--- config.mk ---
export PLATFORM = sky130hd
export DESIGN_NAME = decimal_key_debouncer
export DESIGN_NICKNAME = d
export VERILOG_FILES = /design/src/rtl/decimal_key_debouncer.sv
export SDC_FILE = /design/constraint.sdc
export NUM_CORES = 1
export LEC_CHECK = 0
export BUFFER_PORTS_ARGS = -buffer_cell sky130_fd_sc_hd__buf_2
export CORE_ASPECT_RATIO = 0.7
export CORE_MARGIN = 2
export CORE_UTILIZATION = 30
export DETAILED_ROUTE_END_ITERATION = 8
export SLEW_MARGIN = 20
export SYNTH_ARGS = -nofsm -noshare
export SYNTH_HDL_FRONTEND = slang
export SYNTH_SLANG_ARGS = --single-unit
--- constraint.sdc ---
create_clock -name clk -period 3.5 [get_ports clk]
set_input_delay 0.175 -clock clk [delete_from_list [all_inputs] [get_ports clk]]
set_output_delay 0.175 -clock clk [all_outputs]
set_load 0.02 [all_outputs]
--- src/rtl/decimal_key_debouncer.sv ---
// Debounces ten raw decimal key lines into a registered one-hot key code.
// A press is accepted only when exactly one key is stable for DEBOUNCE_CYCLES.
module decimal_key_debouncer #(
    parameter int DEBOUNCE_CYCLES = 16
) (
    input  logic       clk,
    input  logic       rst_n,
    input  logic [9:0] Keys,
    output logic [9:0] Decimal,
    output logic       Valid,
    output logic       Key_down,
    output logic       Multi_key
);

    typedef enum logic [1:0] {
        IDLE     = 2'd0,
        DEBOUNCE = 2'd1,
        PRESSED  = 2'd2,
        RELEASE  = 2'd3
    } state_e;

    // Comparing against DEBOUNCE_CYCLES-1 avoids a 17-bit CNT+1 at the top of the range.
    localparam logic [15:0] CNT_LAST = 16'(DEBOUNCE_CYCLES - 1);

    logic [9:0]  sync1_q;
    logic [9:0]  sync_q;
    state_e      state_q,     state_d;
    logic [15:0] cnt_q,       cnt_d;
    logic [9:0]  cand_q,      cand_d;
    logic [9:0]  decimal_q,   decimal_d;
    logic        valid_q,     valid_d;
    logic        key_down_q,  key_down_d;
    logic        multi_key_q, multi_key_d;

    logic        s_zero;
    logic        s_multi;
    logic        s_one_hot;

    assign s_zero    = (sync_q == 10'd0);
    assign s_multi   = ((sync_q & (sync_q - 10'd1)) != 10'd0);
    assign s_one_hot = !s_zero && !s_multi;

    always_comb begin
        // NOTE: every _d gets a default first so no path through the case infers a latch.
        state_d     = state_q;
        cnt_d       = cnt_q;
        cand_d      = cand_q;
        decimal_d   = decimal_q;
        valid_d     = 1'b0;

        unique case (state_q)
            IDLE: begin
                if (s_one_hot) begin
                    cand_d  = sync_q;
                    cnt_d   = 16'd1;
                    state_d = DEBOUNCE;
                end
            end
            DEBOUNCE: begin
                if (sync_q == cand_q) begin
                    if (cnt_q == CNT_LAST) begin
                        decimal_d = cand_q;
                        valid_d   = 1'b1;
                        cnt_d     = 16'd0;
                        state_d   = PRESSED;
                    end else begin
                        cnt_d = cnt_q + 16'd1;
                    end
                end else begin
                    cnt_d   = 16'd0;
                    state_d = IDLE;
                end
            end
            PRESSED: begin
                // Any nonzero pattern keeps the held key; new keys wait for a full release.
                if (s_zero) begin
                    cnt_d   = 16'd1;
                    state_d = RELEASE;
                end
            end
            RELEASE: begin
                if (s_zero) begin
                    if (cnt_q == CNT_LAST) begin
                        cnt_d   = 16'd0;
                        state_d = IDLE;
                    end else begin
                        cnt_d = cnt_q + 16'd1;
                    end
                end else begin
                    cnt_d   = 16'd0;
                    state_d = PRESSED;
                end
            end
            default: begin
                cnt_d   = 16'd0;
                state_d = IDLE;
            end
        endcase

        key_down_d  = (state_d == PRESSED) || (state_d == RELEASE);
        multi_key_d = s_multi;
    end

    // NOTE: sequential state uses non-blocking assignments so every flop samples pre-edge values.
    always_ff @(posedge clk or negedge rst_n) begin
        if (!rst_n) begin
            sync1_q     <= 10'd0;
            sync_q      <= 10'd0;
            state_q     <= IDLE;
            cnt_q       <= 16'd0;
            cand_q      <= 10'd0;
            decimal_q   <= 10'b0000000001;
            valid_q     <= 1'b0;
            key_down_q  <= 1'b0;
            multi_key_q <= 1'b0;
        end else begin
            sync1_q     <= Keys;
            sync_q      <= sync1_q;
            state_q     <= state_d;
            cnt_q       <= cnt_d;
            cand_q      <= cand_d;
            decimal_q   <= decimal_d;
            valid_q     <= valid_d;
            key_down_q  <= key_down_d;
            multi_key_q <= multi_key_d;
        end
    end

    assign Decimal   = decimal_q;
    assign Valid     = valid_q;
    assign Key_down  = key_down_q;
    assign Multi_key = multi_key_q;

endmodule

==> results of run 1 <==
-- state kept, by name, summed over array words and instances, names as in the netlist --
name       cells
sync_q        10
Multi_key      1
sync1_q       10
Decimal       10
Key_down       1
state_q        2
cand_q        10
Valid          1
cnt_q         16
-- critical path: stages (launching register included) --
cell and delay (ns):
dfrtp_1 0.48, nor4_1 0.60, and3_1 0.55, a311oi_1 0.20, or2_1 0.43, o2bb2ai_1 0.18
-- synthesized netlist by cell type (2+ instances only) --
cell type	number	area, µm²
and2_1	2	12.5
nor2b_1	4	25.0
mux2_2	16	180
dfrtp_1	60	1500
o2bb2ai_1	7	61.3
nor2_1	9	33.8
buf_6	2	22.5
inv_1	6	22.5
o21ai_0	10	50.1
or3_1	3	18.8
xnor2_1	14	123
nand3_1	8	40.0
buf_2	4	20.0
a31oi_1	3	18.8
xor2_1	2	17.5
nor4_1	7	43.8
o2111ai_1	2	17.5
nor3_1	5	25.0
nor3b_1	2	15.0
clkbuf_1	5	18.8
nand2_1	7	26.3
o21bai_1	2	15.0
nand4_1	5	31.3
and3_1	5	31.3
a2bb2oi_1	2	17.5
o31ai_1	2	15.0
o221ai_1	8	70.1
mux2_4	4	60.1
-- routing by layer --
layer,part of all wire [%],vias up
li1,-,924
met2,38,71
met4,1.7,0
met1,53,887
met3,7.0,10
met5,0,-
-- area by class of cell --
type / instances / area (µm²) / share of cell area, %
Sequential cell: 61 / 1530 / 45.0
Multi-Input combinational cell: 149 / 1160 / 34.3
Timing Repair Buffer: 37 / 245 / 7.22
Clock buffer: 9 / 225 / 6.63
Tap cell: 124 / 155 / 4.57
Clock inverter: 7 / 57.6 / 1.69
Inverter: 6 / 22.5 / 0.663
-- how the worst max path moves through the flow --
| stage | slack [ns] | endpoint | startpoint |
|---|---|---|---|
| finish | 0.92 | cnt_q[15] | sync_q[3] |
| global route | 0.68 | cnt_q[12] | sync_q[3] |
| floorplan | 1.35 | cand_q[0] | sync_q[4] |
| CTS | 0.97 | cnt_q[3] | sync_q[0] |
| global placement | 1.06 | cnt_q[8] | sync_q[3] |
| detailed placement | 1.00 | cnt_q[15] | sync_q[3] |
-- power breakdown --
part | switching [W] | total [W] | internal (W)
Sequential | 0.0000410 | 0.000781 | 0.000740
Combinational | 0.0000517 | 0.000114 | 0.0000625
Clock | 0.000329 | 0.000815 | 0.000486
Total | 0.000422 | 0.00171 | 0.00129
-- layout by cell type, fill, tap and decap left out, drive strengths merged, types with 2 or more instances in the layout --
cell / instances
a2bb2oi: 2
and2: 3
o2bb2ai: 7
nor2b: 4
xor2: 2
clkinvlp: 3
o21bai: 2
dfrtp: 60
nor4: 7
or4: 2
nand3: 8
nor3: 7
or3: 3
and3: 5
inv: 9
a31oi: 3
o21ai: 11
buf: 26
o221ai: 8
o31ai: 2
maj3: 2
xnor2: 14
nor3b: 2
nand2: 7
o2111ai: 3
dlygate4sd3: 11
nor2: 9
nand4: 5
clkbuf: 9
mux2: 20
-- through the flow --
| step | setup WS (ns) | cell area, µm² | std cells |
|---|---|---|---|
| floorplan | 1.35 | 2780 | 227 |
| global placement | 1.06 | 3010 | 366 |
| detailed placement | 1.00 | 3010 | 366 |
| CTS | 0.970 | 3400 | 393 |
| global route | 0.678 | 3400 | 393 |
| finish | 0.917 | 3400 | 393 |
-- logic make-up (layout without fill, tap and decap cells) --
logic type	Yosys count	after routing	synth area share, %
AOI/OAI and AO/OA	45	45	13.4
xor gates and xnor gates	16	16	5.05
adders and majority gates	3	3	1.22
buffers and inverters	17	59	3.02
DFF	61	61	55.0
muxes	20	20	8.65
and+or+nand+nor	65	65	13.6
==> results.cfg, run 1 <==
[setup_path]
rrSetupSlack_ns = 0.92
end_kind = flip-flop
criticalPathCategory = reg -> reg
critical_path_arrival_ns = 2.76
cp-start-kind = flip-flop
r2r_start = sync_q[3]
cp_max_fo = 12
reg2reg_depth = 5
timing.rr.end = cnt_q[15]
cp_data_required_time_ns = 3.68

[synthesis]
syn_area_um2 = 2780
ys_seq_elements = 61
ys_async_sr_fraction_pct = 100
yosys_warnings = 0
synth_edf_count = 0
syn_area_per_cell_um2 = 12.2
synth_ff_type = dfrtp_1
yosysSeqAreaShare_pct = 55.0
syn_nets = 240
synth_cells = 227
synth_cell_types = 49

[grt]
busiest_layer = met1
grt_pass1_vias = 1802
grt_pass1_wl_um = 9560
global_route.usage.met2_pct = 15.5
grt_overflow_total = 0
met1_usage_pct = 18.5
grt_usage_pct = 12.1
grt_max_degree = 35
use_met3_pct = 3.60
antenna_found_initial = 0

[timing]
fmax_mhz = 387
slew_headroom_pct = 48.8
worst_pin_slew_ns = 0.769
rsz0062_at_grt = no
finalHoldViolations = 0
holdWs_ns = 0.346
fin_tns_setup_ns = 0
final.setup_skew_ns = 0.00798
min_period_over_period_pct = 73.8
maxSlewViolCount = 0
setup_viol = 0
fin_crit_ns = 2.58

[clocking]
clock_path_buffers = 2
postCtsSetupBuffers = 0
cts_root_buf = clkbuf_16
tritoncts = yes
clock_latency_ns = 0.33
cts_made_buffers = 9
cts.clk_slew.worst_paths_ns = 0.06
hold_buffers = 11
post_cts_resized = 0
htreeDepth = 3
cts_sinks = 61

[power_and_ir_drop]
total_power_w = 0.00171
power_density_nw_per_um2 = 503
p_leak_nw = 1.46
vdd_drop_max_mv = 0.206

[floorplan]
die_area_um2 = 10100
start_util_pct = 30.7
io-pin-count = 25
die_h_um = 84.5
placeableCoreArea_um2 = 9030
die_w_um = 119
rows = 29

[run_status]
outcome = finished clean

[drt]
post_drt_wl_per_cell_um = 13.9
vias_per_cell = 4.81
first_pass_iters = 4
antenna_left = 0
drc = 0
routed-via-count = 1892
wl_um = 5450
drt_iter0_drc = 161

[final_layout]
num-fill-cells = 866
syn2layout_area_growth_pct = 22.4
utilization_pct = 37.6
antenna_cells = 0
drive_gt1_share_pct = 26.4
nets = 277

[job]
cap_viol_max_count = 0

[min_path]
hold_path.class = reg -> reg
holdPathStages = 0
whs_endpoint = sync_q[9]
hold_path_startpoint = sync1_q[9]

[placement]
gp_congestion = 0.875
dp_hpwl_um = 3840
portBuffers = 24
Note: power is estimated with default switching activity, not from simulation.
==> run 2: changes to the inputs <==
==> constraint.sdc (replaced) <==
create_clock -name clk -period 2.2 [get_ports clk]
set_input_delay 0.11 -clock clk [delete_from_list [all_inputs] [get_ports clk]]
set_output_delay 0.11 -clock clk [all_outputs]
set_load 0.02 [all_outputs]
==> results.cfg, run 2 (same netlist as run 1, synthesis figures left out) <==
[clocking]
clock_latency_ns = 0.33
cts_made_buffers = 9
htreeDepth = 3
tritoncts = yes
cts_sinks = 61
cts_root_buf = clkbuf_16
clock_path_buffers = 2
cts.clk_slew.worst_paths_ns = 0.05

[power_and_ir_drop]
pwr-share-comb_pct = 7.8
power_frac_seq_pct = 42.9
power_density_nw_per_um2 = 787
total_power_w = 0.00288
internal_power_w = 0.00224
clkPwrFrac_pct = 49.3
p_leak_nw = 1.61
power.switching_w = 0.000640
switching_share_pct = 22.2
vdd_drop_max_mv = 0.402

[timing]
min_period_over_period_pct = 98.3
final.setup_skew_ns = 0.00492
finalHoldViolations = 0
fmax_mhz = 463
rsz0062_at_grt = yes
maxSlewViolCount = 0
setup_viol = 0
setup_slack_ns = 0.0379
slew_headroom_pct = 57.2
fin_crit_ns = 2.16
worst_pin_slew_ns = 0.642

[setup_path]
cp_max_fo = 10
rrSetupSlack_ns = 0.04
end_kind = flip-flop
criticalPathCategory = reg -> reg
cp_data_required_time_ns = 2.41
r2r_start = sync_q[0]
critical_path_arrival_ns = 2.37
timing.rr.end = cand_q[0]
reg2reg_depth = 6
cp-start-kind = flip-flop

[floorplan]
rows = 29
start_util_pct = 30.7
die_w_um = 119
die_area_um2 = 10100
die_h_um = 84.5
io-pin-count = 25
placeableCoreArea_um2 = 9030

[final_layout]
num-fill-cells = 865
nets = 300
drive_gt1_share_pct = 34.2
finalNonFillerCells = 416
final_common_cell = dfrtp_1
max_flop_register = cnt_q
syn2layout_area_growth_pct = 31.7
antenna_cells = 0
final_cell_mix = dfrtp_1, buf_2, buf_4
largest_reg_flops = 16

[grt]
grt_usage_pct = 13.0
grt_pass1_vias = 1937
grt_max_degree = 35
grt_overflow_total = 0
grt_pass1_wl_um = 10000
antenna_found_initial = 0

[run_status]
outcome = finished clean

[placement]
gp_congestion = 0.918
dp_cells = 388
place_ws_ns = -0.0358
dp_hpwl_um = 4220
portBuffers = 24

[job]
cap_viol_max_count = 0

[drt]
drt_iter0_drc = 195
post_drt_wl_per_cell_um = 14.1
drc = 0
wl_um = 5860
routed-via-count = 2001
first_pass_iters = 4
vias_per_cell = 4.81
antenna_left = 0

[min_path]
hold_path_startpoint = sync1_q[4]
whs_endpoint = sync_q[4]
holdPathStages = 0
hold_path.class = reg -> reg
## run 2: area by class of cell
| cell class | count | area [µm²] | share of cell area [%] |
|---|---|---|---|
| clock buffer | 12 | 256 | 7.02 |
| multi-input combinational | 149 | 1190 | 32.6 |
| timing repair buffer | 60 | 455 | 12.5 |
| tap | 124 | 155 | 4.24 |
| clock inverter | 4 | 47.5 | 1.30 |
| inverter | 6 | 22.5 | 0.616 |
| sequential | 61 | 1530 | 41.8 |
## run 2: metal layers
layer | global-route usage [%] | up-vias | part of all wire [%]
met5 | 0 | - | 0
met4 | 5.52 | 0 | 1.9
met2 | 16.4 | 64 | 38
met3 | 4.42 | 10 | 7.0
met1 | 19.8 | 956 | 53
li1 | - | 971 | -
## run 2: critical path: stages (launching register included)
cell and delay, ns:
dfrtp_1 0.39, or4_4 0.57, nor3_4 0.25, nor3_2 0.09, o2111ai_4 0.23, buf_12 0.17, mux2_2 0.33
## run 2: worst max-delay path by stage
| stage | start | to | slack (ns) | cells past startpoint |
|---|---|---|---|---|
| global placement | sync_q[0] | cnt_q[11] | -0.02 | 5 |
| detailed placement | sync_q[0] | cnt_q[4] | -0.04 | 5 |
| CTS | sync_q[0] | cand_q[4] | 0.05 | 6 |
| floorplan | sync_q[4] | cand_q[0] | 0.05 | 6 |
| finish | sync_q[0] | cand_q[0] | 0.04 | 6 |
| global route | sync_q[0] | cand_q[0] | -0.05 | 6 |
## run 2: power by group through the flow
stage / Clock (W) / Combinational, W / Sequential, W
6_report: 0.00142 / 0.000225 / 0.00123
5_1_grt: 0.00150 / 0.000255 / 0.00124
4_1_cts: 0.00145 / 0.000225 / 0.00123
3_5_place_dp: 0 / 0.000207 / 0.00125
3_3_place_gp: 0 / 0.000202 / 0.00125
2_1_floorplan: 0 / 0.000134 / 0.00123
## run 2: timing repair
action,in CTS,in global routing
setup buffers,1,0
gates resized for setup,1,6
setup endpoints to repair,13,23
hold buffers,11,0
endpoints found under the hold margin,36,0
pin swaps,1,3
## run 2: metrics by stage
step / cell area [µm²] / setup TNS, ns / utilization, % / hold slack [ns]
final: 3660 / 0 / 40.5 / 0.346
after global routing: 3660 / -0.331 / 40.5 / 0.352
after CTS: 3630 / 0 / 40.2 / 0.347
after detailed placement: 3200 / -0.259 / 35.4 / 0.171
after global placement: 3200 / -0.0887 / 35.4 / 0.167
after floorplan: 2780 / 0 / - / -0.186
